===== src/rtl/decode_pkg.sv =====
// Types and decode helpers shared by the decode sequencer and its micro-op queue.
package decode_pkg;

    typedef enum logic [6:0] {
        OP_LOAD   = 7'b0000011,
        OP_IMM    = 7'b0010011,
        OP_AUIPC  = 7'b0010111,
        OP_STORE  = 7'b0100011,
        OP_AMO    = 7'b0101111,
        OP_REG    = 7'b0110011,
        OP_LUI    = 7'b0110111,
        OP_BRANCH = 7'b1100011,
        OP_JALR   = 7'b1100111,
        OP_JAL    = 7'b1101111,
        OP_SYSTEM = 7'b1110011
    } opcode_e;

    localparam logic [4:0] F5_LR = 5'b00010;
    localparam logic [4:0] F5_SC = 5'b00011;

    typedef enum logic [1:0] {
        PH_SINGLE = 2'b00,
        PH_AMO_LD = 2'b01,
        PH_AMO_ST = 2'b10
    } phase_e;

    typedef enum logic {
        ST_IDLE,
        ST_AMO_ST
    } state_e;

    typedef struct packed {
        logic       reg_write;
        logic       mem_read;
        logic       mem_write;
        logic       mem_to_reg;
        logic       branch;
        logic       alu_src;
        logic       jump;
        logic [1:0] alu_op;
        logic       lui;
        logic       auipc;
        logic       jal;
        logic       r_type;
        logic       sys_inst;
        logic       is_atomic;
        logic       illegal;
    } ctrl_t;

    // For a two-uop AMO this returns the controls of the leading load uop.
    function automatic ctrl_t decode_ctrl(input logic [6:0] opcode, input logic [4:0] funct5,
                                          input bit en_atomic, input bit en_csr);
        ctrl_t c;
        c = '0;
        case (opcode)
            OP_REG:    begin c.reg_write = 1'b1; c.r_type = 1'b1; c.alu_op = 2'b11; end
            OP_IMM:    begin c.reg_write = 1'b1; c.alu_src = 1'b1; c.alu_op = 2'b01; end
            OP_LOAD:   begin
                c.reg_write = 1'b1; c.mem_read = 1'b1; c.mem_to_reg = 1'b1; c.alu_src = 1'b1;
            end
            OP_STORE:  begin c.mem_write = 1'b1; c.alu_src = 1'b1; end
            OP_BRANCH: begin c.branch = 1'b1; c.alu_op = 2'b10; end
            OP_JAL:    begin c.jump = 1'b1; c.jal = 1'b1; c.reg_write = 1'b1; end
            OP_JALR:   begin c.jump = 1'b1; c.reg_write = 1'b1; c.alu_src = 1'b1; end
            OP_LUI:    begin c.reg_write = 1'b1; c.lui = 1'b1; c.alu_src = 1'b1; end
            OP_AUIPC:  begin c.reg_write = 1'b1; c.auipc = 1'b1; c.alu_src = 1'b1; end
            OP_SYSTEM: begin
                if (en_csr) begin c.sys_inst = 1'b1; c.reg_write = 1'b1; end
                else        c.illegal = 1'b1;
            end
            OP_AMO:    begin
                if (!en_atomic) begin
                    c.illegal = 1'b1;
                end else begin
                    c.is_atomic = 1'b1;
                    c.reg_write = 1'b1;
                    if (funct5 == F5_SC) begin
                        c.mem_write = 1'b1;
                    end else begin
                        c.mem_read   = 1'b1;
                        c.mem_to_reg = 1'b1;
                    end
                end
            end
            default:   c.illegal = 1'b1;
        endcase
        return c;
    endfunction

    function automatic logic is_amo_pair(input logic [6:0] opcode, input logic [4:0] funct5,
                                         input bit en_atomic);
        return en_atomic && (opcode == OP_AMO) && (funct5 != F5_LR) && (funct5 != F5_SC);
    endfunction

    function automatic ctrl_t amo_store_ctrl();
        ctrl_t c;
        c = '0;
        c.is_atomic = 1'b1;
        c.mem_write = 1'b1;
        return c;
    endfunction

endpackage


===== src/rtl/uop_fifo.sv =====
// Registered circular FIFO for micro-ops; entries become visible the cycle after the push.
module uop_fifo #(
    parameter int  DEPTH = 2,
    parameter type T     = logic [31:0]
) (
    input  logic                 clk,
    input  logic                 reset,
    input  logic                 flush,
    input  logic                 push,
    input  T                     push_data,
    input  logic                 pop,
    output T                     pop_data,
    output logic                 valid,
    output logic [$clog2(DEPTH):0] count
);
    localparam int            AW       = $clog2(DEPTH);
    localparam int            CW       = AW + 1;
    localparam logic [CW-1:0] FULL_CNT = CW'(DEPTH);

    T              mem_q [DEPTH];
    logic [AW-1:0] wr_ptr_q, rd_ptr_q;
    logic [CW-1:0] count_q, count_d;
    logic          do_push, do_pop;

    // A full queue refuses a push even if it is popped in the same cycle.
    assign do_push = push && (count_q != FULL_CNT);
    assign do_pop  = pop && (count_q != '0);

    // NOTE: next-state logic uses blocking '=' in always_comb; registers update only with '<='.
    always_comb begin
        count_d = count_q;
        if (do_push && !do_pop)      count_d = count_q + 1'b1;
        else if (do_pop && !do_push) count_d = count_q - 1'b1;
    end

    always_ff @(posedge clk) begin
        if (reset || flush) begin
            wr_ptr_q <= '0;
            rd_ptr_q <= '0;
            count_q  <= '0;
        end else begin
            if (do_push) wr_ptr_q <= wr_ptr_q + 1'b1;
            if (do_pop)  rd_ptr_q <= rd_ptr_q + 1'b1;
            count_q <= count_d;
        end
    end

    // NOTE: storage is not reset; the read port is gated by valid so stale entries never escape.
    always_ff @(posedge clk) begin
        if (do_push) mem_q[wr_ptr_q] <= push_data;
    end

    assign valid    = (count_q != '0);
    assign count    = count_q;
    assign pop_data = valid ? mem_q[rd_ptr_q] : '0;

endmodule


===== src/rtl/decode_sequencer.sv =====
// Decodes instructions into micro-ops and queues them; read-modify-write AMOs
// are split into a load uop followed by a store uop.
module decode_sequencer
    import decode_pkg::*;
#(
    parameter int XLEN      = 32,
    parameter int BUF_DEPTH = 2,
    parameter bit EN_ATOMIC = 1'b1,
    parameter bit EN_CSR    = 1'b1
) (
    input  logic                       clk,
    input  logic                       reset,
    input  logic                       flush,
    input  logic                       in_valid,
    output logic                       in_ready,
    input  logic [31:0]                in_instr,
    input  logic [XLEN-1:0]            in_pc,
    output logic                       out_valid,
    input  logic                       out_ready,
    output ctrl_t                      out_ctrl,
    output logic [1:0]                 out_phase,
    output logic [31:0]                out_instr,
    output logic [XLEN-1:0]            out_pc,
    output logic [$clog2(BUF_DEPTH):0] occupancy
);
    localparam int            CW       = $clog2(BUF_DEPTH) + 1;
    localparam logic [CW-1:0] FULL_CNT = CW'(BUF_DEPTH);

    typedef struct packed {
        ctrl_t           ctrl;
        phase_e          phase;
        logic [31:0]     instr;
        logic [XLEN-1:0] pc;
    } uop_t;

    state_e state_q;
    uop_t   amo_st_q;
    uop_t   push_uop, pop_uop;
    ctrl_t  dec_ctrl;
    logic   dec_pair, full, accept, push, pop;

    assign dec_ctrl = decode_ctrl(in_instr[6:0], in_instr[31:27], EN_ATOMIC, EN_CSR);
    assign dec_pair = is_amo_pair(in_instr[6:0], in_instr[31:27], EN_ATOMIC);

    // Readiness counts only entries present before this edge, never a same-cycle pop.
    assign full     = (occupancy == FULL_CNT);
    assign in_ready = (state_q == ST_IDLE) && !full && !flush && !reset;
    assign accept   = in_valid && in_ready;
    assign pop      = out_valid && out_ready;

    always_comb begin
        push     = 1'b0;
        push_uop = '0;
        if (state_q == ST_AMO_ST) begin
            push     = !full && !flush;
            push_uop = amo_st_q;
        end else begin
            push           = accept;
            push_uop.ctrl  = dec_ctrl;
            push_uop.phase = dec_pair ? PH_AMO_LD : PH_SINGLE;
            push_uop.instr = in_instr;
            push_uop.pc    = in_pc;
        end
    end

    always_ff @(posedge clk) begin
        if (reset) begin
            state_q  <= ST_IDLE;
            amo_st_q <= '0;
        end else if (flush) begin
            state_q <= ST_IDLE;
        end else begin
            case (state_q)
                ST_IDLE: begin
                    if (accept && dec_pair) begin
                        state_q  <= ST_AMO_ST;
                        amo_st_q <= '{ctrl: amo_store_ctrl(), phase: PH_AMO_ST,
                                      instr: in_instr, pc: in_pc};
                    end
                end
                ST_AMO_ST: begin
                    if (push) state_q <= ST_IDLE;
                end
                default: state_q <= ST_IDLE;
            endcase
        end
    end

    uop_fifo #(
        .DEPTH (BUF_DEPTH),
        .T     (uop_t)
    ) u_fifo (
        .clk       (clk),
        .reset     (reset),
        .flush     (flush),
        .push      (push),
        .push_data (push_uop),
        .pop       (pop),
        .pop_data  (pop_uop),
        .valid     (out_valid),
        .count     (occupancy)
    );

    assign out_ctrl  = pop_uop.ctrl;
    assign out_phase = pop_uop.phase;
    assign out_instr = pop_uop.instr;
    assign out_pc    = pop_uop.pc;

endmodule

===== config.mk =====
export PLATFORM = sky130hd
export DESIGN_NAME = decode_sequencer
export DESIGN_NICKNAME = d
export VERILOG_FILES = /design/src/rtl/decode_pkg.sv /design/src/rtl/uop_fifo.sv /design/src/rtl/decode_sequencer.sv
export SDC_FILE = /design/constraint.sdc
export NUM_CORES = 1
export LEC_CHECK = 0
export ABC_AREA = 1
export ABC_CLOCK_PERIOD_IN_PS = 5870
export BUFFER_PORTS_ARGS = -buffer_cell sky130_fd_sc_hd__buf_2
export CAP_MARGIN = 5
export CORE_ASPECT_RATIO = 1.2
export CORE_MARGIN = 2
export CORE_UTILIZATION = 36
export CTS_BUF_LIST = sky130_fd_sc_hd__clkbuf_8
export DETAILED_ROUTE_END_ITERATION = 8
export SKIP_LAST_GASP = 1
export SLEW_MARGIN = 20
export SYNTH_ARGS = -nofsm -noshare
export SYNTH_HDL_FRONTEND = slang
export SYNTH_SLANG_ARGS = --single-unit

===== constraint.sdc =====
create_clock -name clk -period 5.87 [get_ports clk]
set_input_delay 0.587 -clock clk [delete_from_list [all_inputs] [get_ports clk]]
set_output_delay 0.587 -clock clk [all_outputs]
set_load 0.01 [all_outputs]

==> results of run 1 <==
==> final cells by class <==
class | instances | share of cell area (%)
sequential | 233 | 51.7
inverter | 199 | 6.16
timing repair buffer | 166 | 7.33
multi-input combinational | 681 | 24.8
tap | 385 | 3.95
clock inverter | 23 | 0.781
clock buffer | 47 | 5.31
==> logic make-up after synthesis <==
kind of cell | count (synthesis) | share of synthesized area [%]
adders and majority gates | 1 | 0.121
and+or+nand+nor | 513 | 20.6
AOI/OAI and AO/OA | 167 | 8.16
DFF | 233 | 60.7
buffers and inverters | 272 | 10.5
==> through the flow <==
step / hold WS [ps] / power [mW] / instances
floorplan: 430 / 1.94 / 1186
global placement: 441 / 2.03 / 1662
detailed placement: 445 / 2.04 / 1664
CTS: 365 / 3.39 / 1734
global route: 381 / 3.49 / 1734
finish: 402 / 3.34 / 1734
==> sequential cells by signal, indices dropped and copies added, names as in the netlist, named ones only <==
| name | flops |
|---|---|
| u_fifo.mem_q | 162 |
| amo_st_q | 65 |
| u_fifo.count | 2 |
| state_q | 1 |
| u_fifo.rd_ptr_q | 1 |
| u_fifo.wr_ptr_q | 1 |
==> layer usage <==
layer	routed length, microns	global-route usage [%]	vias up
met5	7	0	-
met4	650	5.94	2
met3	1100	3.14	50
met1	11600	21.8	3803
met2	13400	31.2	182
li1	-	-	4066
==> synth_stat cells <==
library cell	n	area share, %
nor3_1	3	0.14
nor2_8	1	0.19
o22ai_1	2	0.12
nor4_1	2	0.12
clkbuf_1	49	1.8
buf_4	5	0.36
buf_2	6	0.29
nor2_1	68	2.5
nand4_1	59	3.6
nand3_2	2	0.19
and3_1	1	0.060
inv_1	192	7.0
nor2_4	1	0.11
a21oi_1	93	4.5
nand3_1	8	0.39
a211oi_1	1	0.072
a21boi_1	1	0.072
nor2_2	1	0.060
o21ai_0	69	3.3
inv_2	7	0.25
edfxtp_1	162	47
nand2_1	367	13
ha_1	1	0.12
buf_6	5	0.54
dfxtp_1	71	14
o211ai_1	1	0.072
buf_1	8	0.29
==> where the power goes <==
part / switching (mW) / total [mW] / internal [mW]
sequential: 0.00666 / 1.78 / 1.78
clock: 0.622 / 1.35 / 0.724
combinational: 0.146 / 0.215 / 0.0692
total: 0.775 / 3.34 / 2.57
==> worst paths after layout <==
path                                            to  slack (ps)
worst max-delay path                 out_instr[31]        2710
worst min-delay path                     flip-flop         400
worst max register to register  u_fifo.mem_q[0][3]        2870
worst min register to register        amo_st_q[35]         450
==> worst register-to-register path, cell delays in order, from the launching register on <==
cell     delay [ps]
dfxtp_4         610
inv_2           280
nand2_1         190
nand2_1         120
nor2_4          510
buf_4           820
==> qor.yml, run 1 <==
run_status: "finished clean"
wirelength_microns: 26800
clkLatencyLatePin_ps: 520
dr.pass1.iters: 7
reg2reg_depth: 5
powerDensity_nw_per_um2: 275
drive_gt1_share_pct: 17.4
die_h_microns: 190
cap_violations: 0
root_buffer: "clkbuf_8"
fp-row-count: 68
post_drt_wl_per_cell_microns: 15.4
tightest_slew_ps: 974
track_usage_pct: 17.6
ys_ff_latch: 233
critPathCaptureType: "primary output"
crit_type: "reg2out"
mostFrequentLayoutCells: "367 x nand2_1, 208 x inv_1, 162 x edfxtp_1, 154 x buf_2, 93 x a21oi_1"
grt_pass1_wl_microns: 42200
grt_max_degree: 85
multi_input_area_sq_um: 3020
final_core_util_pct: 42.6
hpwl_microns: 15800
min_from: "out_ready"
cellLeakagePower_nw: 5.28
dieArea_sq_um: 30200
via_count: 8103
fin_tns_setup_ps: 0
crit_buf_inv: 3
cts.htree.levels: 2
initial_utilization_pct: 36.2
drc: 0
yosysWarnings: 0
cp.required_ps: 5280
fillers: 2897
gp_congestion: 0.764
clkSlewWorstSetupHoldPaths_ps: 60
ys_types: 27
syn_area_sq_um: 10400
synth_fp_nets: 1256
clk_path_buf_depth: 3
seq_area_sq_um: 6290
slew_violations: 0
cts_inserted_buffers: 39
hold_buffers: 0
finalSetupViolCount: 0
vias_per_cell: 4.67
ys_seq_area_share_pct: 60.7
hold_class: "in2reg"
grt_setup_unrepaired: "no"
crit_path_max_fanout: 48
worstReg2RegStart: "state_q"
critPathLaunchType: "flip-flop"
setup_slack_ps: 2710
syn-mean-instance-area_sq_um: 8.74
drtIter0Drc: 559
path_cells: "clkinv_2 > buf_4 > nand2_1 > a21oi_1 > buf_2"
post-cts-setup-buffers: 0
skew_ps: 15.7
whs_path_depth: 3
core-area_sq_um: 28600
ir_drop_v: 0.000139
io_pins: 155
worst_path_max_delay_cell: "buf_4"
nets: 1390
die_w_microns: 159
pre_cts_ws_ps: 2750
dpl_cell_area_sq_um: 11400
antenna_left: 0
critPathArrivalTime_ps: 2580
final_common_cell: "nand2_1"
period_minus_slack_ps: 3160
slowest_delay_ps: 600
final.period_utilization_pct: 53.9
cts_tree: "yes"
antenna_found_initial: 1
hold_viol: 0
cts.sinks: 233
slew_headroom_pct: 35.1
path_depth: 5
port_buffers: 154
area_growth_syn_to_layout_pct: 17.5
postCtsResizedCells: 0
synthCells: 1186
antenna_cells: 0
grt_pass1_vias: 7884
final_area_sq_um: 12200
fmax_mhz: 316
gr-total-overflow: 0
crit_family: "buffers and inverters"
Power figures use the tool's default switching activity.
==> run 2: changes to the inputs <==
- ABC_CLOCK_PERIOD_IN_PS: 5870 -> 2700
- clock period: 5.87 -> 2.7 ns (I/O delays scaled with it)
==> qor.yml, run 2 (synthesis results as in run 1) <==
io_pins: 155  # unchanged
fp-row-count: 68  # unchanged
period_minus_slack_ps: 2370
wirelength_microns: 26700  # was 26800 microns
hold_buffers: 0  # unchanged
top_register: "u_fifo.mem_q"  # unchanged
port_buffers: 154  # unchanged
track_usage_pct: 17.7  # was 17.6%
hold_class: "in2reg"  # unchanged
clk_path_buf_depth: 3  # unchanged
final.period_utilization_pct: 87.9
fin_tns_setup_ps: 0  # unchanged
hold_ws_ps: 78.3  # was 402 ps
vias_per_cell: 4.65  # was 4.67
skew_ps: 16.0  # was 15.7 ps
largest_register_ffs: 162  # unchanged
hpwl_microns: 16600  # was 15800 microns
post-cts-setup-buffers: 0  # unchanged
fin_cells: 1746  # was 1734
worstReg2RegStart: "u_fifo.count[0]"  # was state_q
fin_total_pwr_mw: 7.25  # was 3.34 mW
run_status: "finished clean"  # unchanged
gp_congestion: 0.832  # was 0.764
finalSetupViolCount: 0  # unchanged
dp_cells: 1675  # was 1664
tightest_slew_ps: 836  # was 974 ps
drtIter0Drc: 399  # was 559
hold_viol: 0  # unchanged
cellLeakagePower_nw: 5.33  # was 5.28 nW
slew_violations: 0  # unchanged
final_area_sq_um: 12300  # was 12200 sq um
drive_gt1_share_pct: 18.0  # was 17.4%
gr-total-overflow: 0  # unchanged
post_drt_wl_per_cell_microns: 15.3  # was 15.4 microns
mostFrequentLayoutCells: "367 x nand2_1, 203 x inv_1, 162 x edfxtp_1, 154 x buf_2, 93 x a21oi_1"  # was 367 x nand2_1, 208 x inv_1, 162 x edfxtp_1, 154 x buf_2, 93 x a21oi_1
postCtsResizedCells: 0  # unchanged
setup_slack_ps: 326  # was 2710 ps
slew_headroom_pct: 44.3  # was 35.1%
grt_pass1_wl_microns: 42000  # was 42200 microns
grt_max_degree: 84  # was 85
pre_cts_ws_ps: 581  # was 2750 ps
r2r_end: "u_fifo.mem_q[0][23]"  # was u_fifo.mem_q[0][3]
final_core_util_pct: 43.1  # was 42.6%
min_from: "out_ready"  # unchanged
area_growth_syn_to_layout_pct: 18.9  # was 17.5%
root_buffer: "clkbuf_8"  # unchanged
cap_violations: 0  # unchanged
cts_inserted_buffers: 39  # unchanged
whs_path_depth: 3  # unchanged
cts.sinks: 233  # unchanged
ir_drop_v: 0.000377  # was 0.000139 V
critPathCaptureType: "primary output"  # unchanged
powerDensity_nw_per_um2: 589  # was 275 nW/um^2
initial_utilization_pct: 36.2  # unchanged
drc: 0  # unchanged
crit_type: "reg2out"  # unchanged
dieArea_sq_um: 30200  # unchanged
antenna_found_initial: 1  # unchanged
dpl_cell_area_sq_um: 11600  # was 11400 sq um
cts_tree: "yes"  # unchanged
grt_setup_unrepaired: "no"  # unchanged
clkLatencyLatePin_ps: 530  # was 520 ps
cp.required_ps: 2430  # was 5280 ps
core-area_sq_um: 28600  # unchanged
fmax_mhz: 421
rrSetupSlack_ps: 570  # was 2870 ps
nets: 1401  # was 1390
clkSlewWorstSetupHoldPaths_ps: 60  # about the same
antenna_left: 0  # unchanged
final_common_cell: "nand2_1"  # unchanged
critPathArrivalTime_ps: 2100  # was 2580 ps
reg2reg_depth: 5  # unchanged
grt_pass1_vias: 7850  # was 7884
cts.htree.levels: 2  # unchanged
die_h_microns: 190  # unchanged
min_to: "u_fifo.rd_ptr_q"
via_count: 8126  # was 8103
dr.pass1.iters: 5  # was 7
fillers: 2904  # was 2897
critPathLaunchType: "flip-flop"  # unchanged
die_w_microns: 159  # unchanged
crit_path_max_fanout: 53  # was 48
-- run 2: cell count changes in the layout (fill, tap and decap cells not counted) --
cell / change
inv_4: -1
clkbuf_8: -1
clkinv_1: +6
clkinvlp_4: +1
diode_2: +1
inv_1: -5
buf_16: -1
buf_4: +5
buf_12: +7
-- run 2: critical path, stage by stage (launching register included) --
cell	delay, ps
dfxtp_4	530
clkinv_2	360
buf_12	310
nand2_1	90
a21oi_1	110
buf_2	170
-- run 2: how the worst max path moves through the flow --
stage                                     end  slack (ps)  cells after the start
after CTS                       out_instr[18]         220                      5
after global routing            out_instr[19]         150                      5
after floorplan            u_fifo.mem_q[1][0]          60                      5
after detailed placement   u_fifo.mem_q[0][2]         580                      5
after global placement    u_fifo.mem_q[0][13]         610                      5
final                           out_instr[18]         330                      5
-- run 2: layout make-up --
cell class	instances	area [sq um]	area share, %
flip-flops and latches	233	6290	51.1
multi-input cells	681	3020	24.5
repair buffers	177	1040	8.47
inverters	199	752	6.10
clock buffers	46	633	5.14
well taps	385	482	3.91
clock inverters	24	98.8	0.802
diodes	1	2.50	0.0203
-- run 2: report_power, final --
group | total (mW) | leakage, nW | internal, mW | switching [mW]
Sequential | 3.88 | 2.01 | 3.86 | 0.0149
Combinational | 0.472 | 2.89 | 0.156 | 0.315
Clock | 2.91 | 0.421 | 1.55 | 1.36
Total | 7.25 | 5.33 | 5.56 | 1.69
-- run 2: routing by layer --
metal / vias up / track usage [%] / part of all wire (%)
met5: - / 0 / 0
met4: 0 / 7.24 / 3.4
met3: 68 / 3.42 / 4.4
met2: 180 / 31.7 / 50
met1: 3779 / 20.9 / 42
li1: 4099 / - / -
